===== config.mk =====
export PLATFORM = sky130hd
export DESIGN_NAME = light_selftest
export DESIGN_NICKNAME = d
export VERILOG_FILES = /design/src/rtl/light_pkg.sv /design/src/rtl/light_selftest_timer.sv /design/src/rtl/light_selftest.sv
export SDC_FILE = /design/constraint.sdc
export NUM_CORES = 1
export LEC_CHECK = 0
export BUFFER_PORTS_ARGS = -buffer_cell sky130_fd_sc_hd__buf_2
export CORE_AREA = 10 10 62 64
export DETAILED_ROUTE_END_ITERATION = 16
export DIE_AREA = 0 0 72 74
export PLACE_DENSITY = 0.83
export SYNTH_ARGS = -nofsm -noshare
export SYNTH_HDL_FRONTEND = slang
export SYNTH_HIERARCHICAL = 1
export SYNTH_SLANG_ARGS = --single-unit

===== constraint.sdc =====
create_clock -name clk -period 2.8 [get_ports clk]
set_clock_uncertainty 0.1 [all_clocks]
set_input_delay 0.42 -clock clk [delete_from_list [all_inputs] [get_ports clk]]
set_output_delay 0.42 -clock clk [all_outputs]
set_load 0.03 [all_outputs]

===== src/rtl/light_pkg.sv =====
// Shared definitions for the XOR-light built-in self-test.
// Holds the FSM state encoding, the vector count and the Gray-ordered
// stimulus table (00,10,11,01,00 as {x1,x2}), plus lookup helpers.
package light_pkg;

    typedef enum logic [2:0] {
        ST_IDLE   = 3'd0,
        ST_SETTLE = 3'd1,
        ST_CHECK  = 3'd2,
        ST_HOLD   = 3'd3,
        ST_DONE   = 3'd4
    } state_e;

    localparam int          NUM_VEC  = 5;
    localparam logic [2:0]  LAST_IDX = 3'd4;

    // Bit i of each mask is the switch value for vector i.
    localparam logic [4:0]  VEC_X1 = 5'b00110;
    localparam logic [4:0]  VEC_X2 = 5'b01100;

    function automatic logic vec_x1(input logic [2:0] idx);
        return VEC_X1[idx];
    endfunction

    function automatic logic vec_x2(input logic [2:0] idx);
        return VEC_X2[idx];
    endfunction

endpackage


===== src/rtl/light_selftest_timer.sv =====
// Loadable down-counter shared by the SETTLE and HOLD phases.
// Ports: clk, rst_n (sync, active-low), load_i/load_val_i load a new count,
// expired_o is high while the count is zero. The count stops at zero.
module light_selftest_timer #(
    parameter int CNT_W = 8
) (
    input  logic             clk,
    input  logic             rst_n,
    input  logic             load_i,
    input  logic [CNT_W-1:0] load_val_i,
    output logic             expired_o
);

    logic [CNT_W-1:0] cnt_q;
    logic [CNT_W-1:0] cnt_d;

    // Next count: load has priority, otherwise count down to zero and stop.
    always_comb begin
        cnt_d = cnt_q;
        if (load_i) begin
            cnt_d = load_val_i;
        end else if (cnt_q != '0) begin
            cnt_d = cnt_q - {{(CNT_W-1){1'b0}}, 1'b1};
        end else begin
            cnt_d = cnt_q;
        end
    end

    // Count register with synchronous reset.
    always_ff @(posedge clk) begin
        if (!rst_n) begin
            cnt_q <= '0;
        end else begin
            cnt_q <= cnt_d;
        end
    end

    assign expired_o = (cnt_q == '0);

endmodule


===== src/rtl/light_selftest.sv =====
// Built-in self-test for the two-switch XOR light. Drives x1/x2 through the
// Gray vector table, waits SETTLE_CYCLES, samples f_in against x1^x2, dwells
// HOLD_CYCLES, and reports mismatch count and first failing index.
// Ports: clk, rst_n (sync, active-low), start, f_in (light output) ->
//        x1_out, x2_out, busy, done, pass, err_count[2:0], first_err_idx[2:0].
// Option: define LIGHT_SELFTEST_FAIL_STOP_EN to end the run at the first mismatch.
module light_selftest
    import light_pkg::*;
#(
    parameter int SETTLE_CYCLES = 2,
    parameter int HOLD_CYCLES   = 4,
    parameter int CNT_W         = 8
) (
    input  logic       clk,
    input  logic       rst_n,
    input  logic       start,
    input  logic       f_in,
    output logic       x1_out,
    output logic       x2_out,
    output logic       busy,
    output logic       done,
    output logic       pass,
    output logic [2:0] err_count,
    output logic [2:0] first_err_idx
);

    // Timer loads count "cycles remaining minus one"; phase ends when it reads zero.
    localparam logic [CNT_W-1:0] SETTLE_LOAD = CNT_W'(SETTLE_CYCLES - 1);
    localparam logic [CNT_W-1:0] HOLD_LOAD   = (HOLD_CYCLES > 0) ? CNT_W'(HOLD_CYCLES - 1) : '0;
    localparam logic             HOLD_EN     = (HOLD_CYCLES > 0);

    state_e           state_q, state_d;
    logic [2:0]       idx_q, idx_d;
    logic             x1_q, x1_d, x2_q, x2_d;
    logic [2:0]       err_q, err_d;
    logic [2:0]       first_q, first_d;
    logic             busy_q, busy_d, done_q, done_d, pass_q, pass_d;
    logic             tmr_load_s;
    logic [CNT_W-1:0] tmr_val_s;
    logic             tmr_exp_s;
    logic             mismatch_s;
    logic             advance_s;

    light_selftest_timer #(.CNT_W(CNT_W)) u_timer (
        .clk       (clk),
        .rst_n     (rst_n),
        .load_i    (tmr_load_s),
        .load_val_i(tmr_val_s),
        .expired_o (tmr_exp_s)
    );

    assign mismatch_s = (f_in != (x1_q ^ x2_q));

    // Next-state, vector stepping and error bookkeeping.
    always_comb begin
        state_d    = state_q;
        idx_d      = idx_q;
        x1_d       = x1_q;
        x2_d       = x2_q;
        err_d      = err_q;
        first_d    = first_q;
        tmr_load_s = 1'b0;
        tmr_val_s  = '0;
        advance_s  = 1'b0;

        case (state_q)
            ST_IDLE, ST_DONE: begin
                if (start) begin
                    state_d    = ST_SETTLE;
                    idx_d      = 3'd0;
                    x1_d       = vec_x1(3'd0);
                    x2_d       = vec_x2(3'd0);
                    err_d      = 3'd0;
                    first_d    = 3'd0;
                    tmr_load_s = 1'b1;
                    tmr_val_s  = SETTLE_LOAD;
                end else begin
                    state_d = state_q;
                end
            end
            ST_SETTLE: begin
                if (tmr_exp_s) begin
                    state_d = ST_CHECK;
                end else begin
                    state_d = ST_SETTLE;
                end
            end
            ST_CHECK: begin
                if (mismatch_s) begin
                    // At most five vectors, so the 3-bit count cannot wrap.
                    err_d = err_q + 3'd1;
                    if (err_q == 3'd0) begin
                        first_d = idx_q;
                    end else begin
                        first_d = first_q;
                    end
                end else begin
                    err_d = err_q;
                end
`ifdef LIGHT_SELFTEST_FAIL_STOP_EN
                if (mismatch_s) begin
                    state_d = ST_DONE;
                end else if (HOLD_EN) begin
`else
                if (HOLD_EN) begin
`endif
                    state_d    = ST_HOLD;
                    tmr_load_s = 1'b1;
                    tmr_val_s  = HOLD_LOAD;
                end else begin
                    // Zero dwell: step to the next vector straight from CHECK.
                    advance_s = 1'b1;
                end
            end
            ST_HOLD: begin
                if (tmr_exp_s) begin
                    advance_s = 1'b1;
                end else begin
                    state_d = ST_HOLD;
                end
            end
            default: begin
                state_d = ST_IDLE;
            end
        endcase

        // New vector is applied on the same edge that re-enters SETTLE.
        if (advance_s) begin
            if (idx_q == LAST_IDX) begin
                state_d = ST_DONE;
            end else begin
                state_d    = ST_SETTLE;
                idx_d      = idx_q + 3'd1;
                x1_d       = vec_x1(idx_q + 3'd1);
                x2_d       = vec_x2(idx_q + 3'd1);
                tmr_load_s = 1'b1;
                tmr_val_s  = SETTLE_LOAD;
            end
        end else begin
            idx_d = idx_d;
        end
    end

    // Status flags are computed from the next state so they register alongside it.
    always_comb begin
        busy_d = (state_d == ST_SETTLE) || (state_d == ST_CHECK) || (state_d == ST_HOLD);
        done_d = (state_d == ST_DONE);
        pass_d = done_d && (err_d == 3'd0);
    end

    // State and output registers; reset abandons any run in progress.
    always_ff @(posedge clk) begin
        if (!rst_n) begin
            state_q <= ST_IDLE;
            idx_q   <= 3'd0;
            x1_q    <= 1'b0;
            x2_q    <= 1'b0;
            err_q   <= 3'd0;
            first_q <= 3'd0;
            busy_q  <= 1'b0;
            done_q  <= 1'b0;
            pass_q  <= 1'b0;
        end else begin
            state_q <= state_d;
            idx_q   <= idx_d;
            x1_q    <= x1_d;
            x2_q    <= x2_d;
            err_q   <= err_d;
            first_q <= first_d;
            busy_q  <= busy_d;
            done_q  <= done_d;
            pass_q  <= pass_d;
        end
    end

    assign x1_out        = x1_q;
    assign x2_out        = x2_q;
    assign busy          = busy_q;
    assign done          = done_q;
    assign pass          = pass_q;
    assign err_count     = err_q;
    assign first_err_idx = first_q;

endmodule


### Word level (Yosys, flattened, before mapping)

Memories as Yosys holds them, arrays and structs flattened.
Index checks and enable logic that the tools add are counted.

| word-level totals | value |
|---|---|
| flip-flop bits (word level) | 25 |
| latch bits | 0 |
| memory bits (writable) | 0 |
| memory bits (read-only) | 16 |
| memories | 2 |

Memory list:

| memory | depth | width | read ports | clocked after Yosys merged registers in | wr ports | RTL line | source |
|---|---|---|---|---|---|---|---|
| (no name shown) | 8 | 1 | 1 | 0 | 0 | light_pkg.sv:26 | `return VEC_X2[idx];` |
| (no name shown) | 8 | 1 | 1 | 0 | 0 | light_pkg.sv:22 | `return VEC_X1[idx];` |

| cells by class | value |
|---|---|
| $add $sub $neg | 3 |
| multiply operators | 0 |
| divide/modulo/power cells | 0 |
| magnitude comparators | 1 |
| equal/unequal tests | 13 |
| shift operators | 0 |
| muxes and demuxes | 39 |
| bitwise operators | 1 |
| reductions and logical operators | 12 |

Operators with widths:

| kind | number |
|---|---|
| two-way mux 3 bit | 13 |
| two-way mux 8 bit | 4 |
| two-way mux 1 bit | 16 |
| == test 3 x 2 -> 1 bit (second input constant) | 4 |
| case mux 3 bit (2 select lines) | 2 |
| case mux 3 bit (4 select lines) | 1 |
| == test 3 bit (second input constant) | 3 |
| logical NOT 3 bit | 3 |
| logical NOT 8 bit | 1 |
| nonzero test 8 bit | 1 |
| subtractor 8 x 1 -> 8 bit (second input constant) | 1 |
| adder 3 x 1 -> 3 bit (second input constant) | 2 |
| == test 3 x 1 -> 1 bit (second input constant) | 2 |
| inequality test 2 bit (second input constant) | 3 |
| < comparator 3 x 4 -> 1 bit (second input constant) | 1 |
| case mux 2 bit (2 select lines) | 1 |
| AND reduction 4 bit | 1 |
| nonzero test 2 bit | 2 |
| logical OR 1 bit | 2 |
| two-way mux 2 bit | 1 |
| case mux 1 bit (2 select lines) | 1 |
| OR reduction 2 bit | 1 |
| logical AND 1 bit | 1 |
| inequality test 1 bit | 1 |
| bitwise XOR 1 bit | 1 |

### Longest topological paths before layout

| logic depth | value |
|---|---|
| depth in word-level cells | 7 |
| mapped depth | 10 |
| gate-level depth less buffers | 9 |

### Modules after synthesis

The synthesis kept the hierarchy.

Modules (own cells, without submodules):

| module | times used | cells an instance | area each (um^2) | seq. area each (um^2) |
|---|---|---|---|---|
| light_selftest | 1 | 98 | 930.9 | 340.3 |
| light_selftest_timer | 1 | 51 | 457.9 | 160.2 |

### Worst setup path after synthesis

No wires, ideal clock.

| timing path | value |
|---|---|
| path type | register to register |
| start point | register u_timer.cnt_q[0] |
| end point | register u_timer.cnt_q[3] |
| setup time | 0.087 ns |
| arrival | 2.172 ns |
| data required time | 2.613 ns |
| slack | 0.441 ns |
| stages on the path, launching flop included | 11 |
| path buffers | 1 |
| period minus slack after synthesis | 2.359 ns |
| cells stage by stage | dfxtp_1 inv_1 ha_1 and4bb_1 buf_6 and4b_2 a21boi_1 nand2_1 inv_1 nand2_1 o31ai_1 |

| between the ends | value |
|---|---|
| word-level cells in the longest chain between the ends | 5 |
| elaborated cells between the ends (all ways) | 10 |
| classes of those cells | add/sub: 1; mux: 6; reduce/logical: 3 |

Ends and longest elaborated chain:

| item | RTL line | source |
|---|---|---|
| start: declaration | light_selftest_timer.sv:14 | `logic [CNT_W-1:0] cnt_q;` |
| start signal: assignment | light_selftest_timer.sv:34 | `cnt_q <= cnt_d;` |
| logical NOT 8 bit * | light_selftest_timer.sv:38 | `assign expired_o = (cnt_q == '0);` |
| named net tmr_exp_s | light_selftest.sv:40 | `logic tmr_exp_s;` |
| two-way mux 1 bit * | light_selftest.sv:116 | `if (tmr_exp_s) begin` |
| two-way mux 1 bit * | -- |  |
| two-way mux 1 bit * | light_selftest.sv:128 | `if (advance_s) begin` |
| named net tmr_load_s | light_selftest.sv:38 | `logic tmr_load_s;` |
| two-way mux 8 bit / nonzero test 2 bit (equally long branches) | -- |  |

Mark *: on every way through the listed nets, which the timed path passes. The rest lies on a longest branch. The select of a mux whose other input is x is not followed.
A chain may end at the register's enable or synchronous reset.

### Final worst setup path

| timing path | value |
|---|---|
| start point | register u_timer.cnt_q[0] |
| end point | register u_timer.cnt_q[4] |

Same word-level chain as after synthesis.

==> results.toml <==
[outcome]
outcome = "finished, final reports clean"

[die]
coreArea_um2 = 2660
die_area_um2 = 5330
fp-row-count = 19
ios = 15
die_w_um = 72
die_h_um = 74
initial_core_util_pct = 52.2

[route]
drtIter0Drc = 49
first_pass_iters = 6
vias = 1141
wl_per_cell_um = 14.6
drc = 0
vias_per_cell = 5.71
wl_um = 2930
ant_nets = 0

[job]
maxCapViolCount = 0

[sta]
period_needed_ns = 2.48
fin_ws_ns = 0.325
finalSetupViolations = 0
finalMaxSlewViolations = 0
final-hold-violation-count = 0
tns_ns = 0
timing.hold.ws_ns = 0.381
post-route-period-util_pct = 88.4
rsz0062_at_grt = "false"
clock.fmax_mhz = 404

[power_and_ir_drop]
power.internal_mw = 0.700
power_density_nw_per_um2 = 769
sequentialPowerShare_pct = 43.3
p_sw_share_pct = 40.4
p_leak_nw = 0.604
p_switching_mw = 0.474
power.total_mw = 1.17
peakVddDrop_uv = 504
pwr-share-comb_pct = 42.5
pwr-share-clk_pct = 14.3

[setup_path]
critPathMaxStageDelay_ns = 0.40
path_max_fanout = 9
crit_required_ns = 2.94
crit_chain = "inv_1 > ha_1 > and4bb_1 > and4b_2 > a21boi_1 > nand2_1 > inv_1 > nand2_1 > o31ai_1"
cp.arrival_ns = 2.61
end_kind = "flop"
critPathSlowestCell = "dfxtp_1"
worstSetupStartpointType = "flop"
crit_type = "flop to flop"

[logic_synthesis]
synth.distinct_cells = 43
yosysSeqAreaShare_pct = 36.0
yosys.area.top_type_share_pct = 36.0
syn-cell-area_um2 = 1390
netlist_instances = 149
yosysMostFrequentCell = "dfxtp_1"
syn_avg_cell_area_um2 = 9.32
netlist_top_cells_count = "dfxtp_1, nand2_1, nand3_1"
synth_top_area_cell = "dfxtp_1"
synth_edf_count = 0
synth_ff_type = "dfxtp_1"
ys_ff_latch = 25
synthArstFlopShare_pct = 0
yosysWarningCount = 6
synthTopCellsByArea = "dfxtp_1, nand3_1, ha_1"

[global_routing]
grt.overflow.total = 0
grt_start_max_net_pins = 28
antenna_found_initial = 0
track_usage_pct = 11.7
grt_pass1_wl_um = 5100
grt_pass1_vias = 1198

[cts]
numCtsBuffers = 3
clk_pin_slew_ns = 0.14
clkLatencyLatePin_ns = 0.32
cts_buffer_depth = 2
ctsHoldBuffers = 0
tritoncts = "done"
cts_max_level = 1
clockRootBuffer = "clkbuf_4"
cts.repair_timing.setup_buffer_count = 0
cts.sinks = 25
postCtsResizedCells = 0

[min_path]
worstHoldPathType = "flop to flop"

[layout]
diodes = 0
syn_to_final_growth_pct = 9.91
final_util_pct = 57.3
drive_above_1_share_pct = 17.8
layout.nets = 179

[placement]
dp_hpwl_um = 2200
port_buffers = 14
gp_congestion = 0.790
dp_slack_ns = 0.397
## power groups by stage
stage	registers [mW]	clock network, mW	logic [mW]
5_1_grt	0.520	0.188	0.555
3_5_place_dp	0.515	0	0.496
6_report	0.508	0.167	0.499
2_1_floorplan	0.502	0	0.411
4_1_cts	0.507	0.173	0.499
3_3_place_gp	0.509	0	0.470
## cell families after synthesis
kind of cell    synth area share (%)
fa+ha+maj                       4.50
xor+xnor                        7.21
other cells                    0.270
mux                             2.88
compound gates                  16.5
flops                           36.0
simple gates                    27.6
buf+inv                         5.05
## sequential cells by signal, summed over array words and instances, names as in the netlist
| name | flops |
|---|---|
| state_q | 3 |
| busy | 1 |
| u_timer/cnt_q | 8 |
| idx_q | 3 |
| first_err_idx | 3 |
| x1_out | 1 |
| x2_out | 1 |
| done | 1 |
| pass | 1 |
| err_count | 3 |
## final cells by class
| cell class | count | area (um2) |
|---|---|---|
| clock inverters | 1 | 7.51 |
| multi-input cells | 116 | 837 |
| well taps | 31 | 38.8 |
| fillers | 243 | 1140 |
| repair buffers | 16 | 85.1 |
| clock buffers | 3 | 22.5 |
| flip-flops and latches | 25 | 500 |
| inverters | 8 | 35.0 |
## through the flow
stage | area [um2] | cells
floorplan | 1410 | 154
global placement | 1500 | 196
detailed placement | 1500 | 196
CTS | 1530 | 200
global route | 1530 | 200
finish | 1530 | 200
## routing by layer
metal	vias up	wire length, um	GRT usage, %
met5	-	0	0
met4	0	38	5.38
met3	4	89	2.39
met2	24	1530	22.0
met1	543	1270	12.2
li1	570	-	-
## cell usage in the layout (no fill, tap or decap), types with 3 or more instances in the layout
master,instances
nand2_1,15
conb_1,6
o211ai_1,4
a21boi_0,5
ha_1,5
a21boi_1,4
nand4_1,3
xnor2_1,4
nor3b_1,6
dfxtp_1,25
o21a_1,3
buf_2,14
a21oi_1,3
nor3_1,3
clkbuf_4,3
mux2i_1,4
o31ai_1,4
nor2_1,4
inv_1,7
nand3_1,13
o21ai_0,5
## critical path: cells and delay by family, from the launching register on
family,cells,cell delay [ns]
simple gates,4,0.76
compound gates,2,0.58
flops,1,0.40
buf+inv,2,0.30
fa+ha+maj,1,0.27
## path summary, 6_finish.rpt
path / start / endpoint / slack, ns / depth (start not counted)
setup / recovery: u_timer/cnt_q[0] / u_timer/cnt_q[4] / 0.32 / 9
hold / removal: first_err_idx[1] / first_err_idx[1] / 0.38 / 2
setup reg to reg: u_timer/cnt_q[0] / u_timer/cnt_q[4] / 0.32 / 9
hold reg to reg: first_err_idx[1] / first_err_idx[1] / 0.38 / 2
Note: power is estimated with default switching activity, not from simulation.
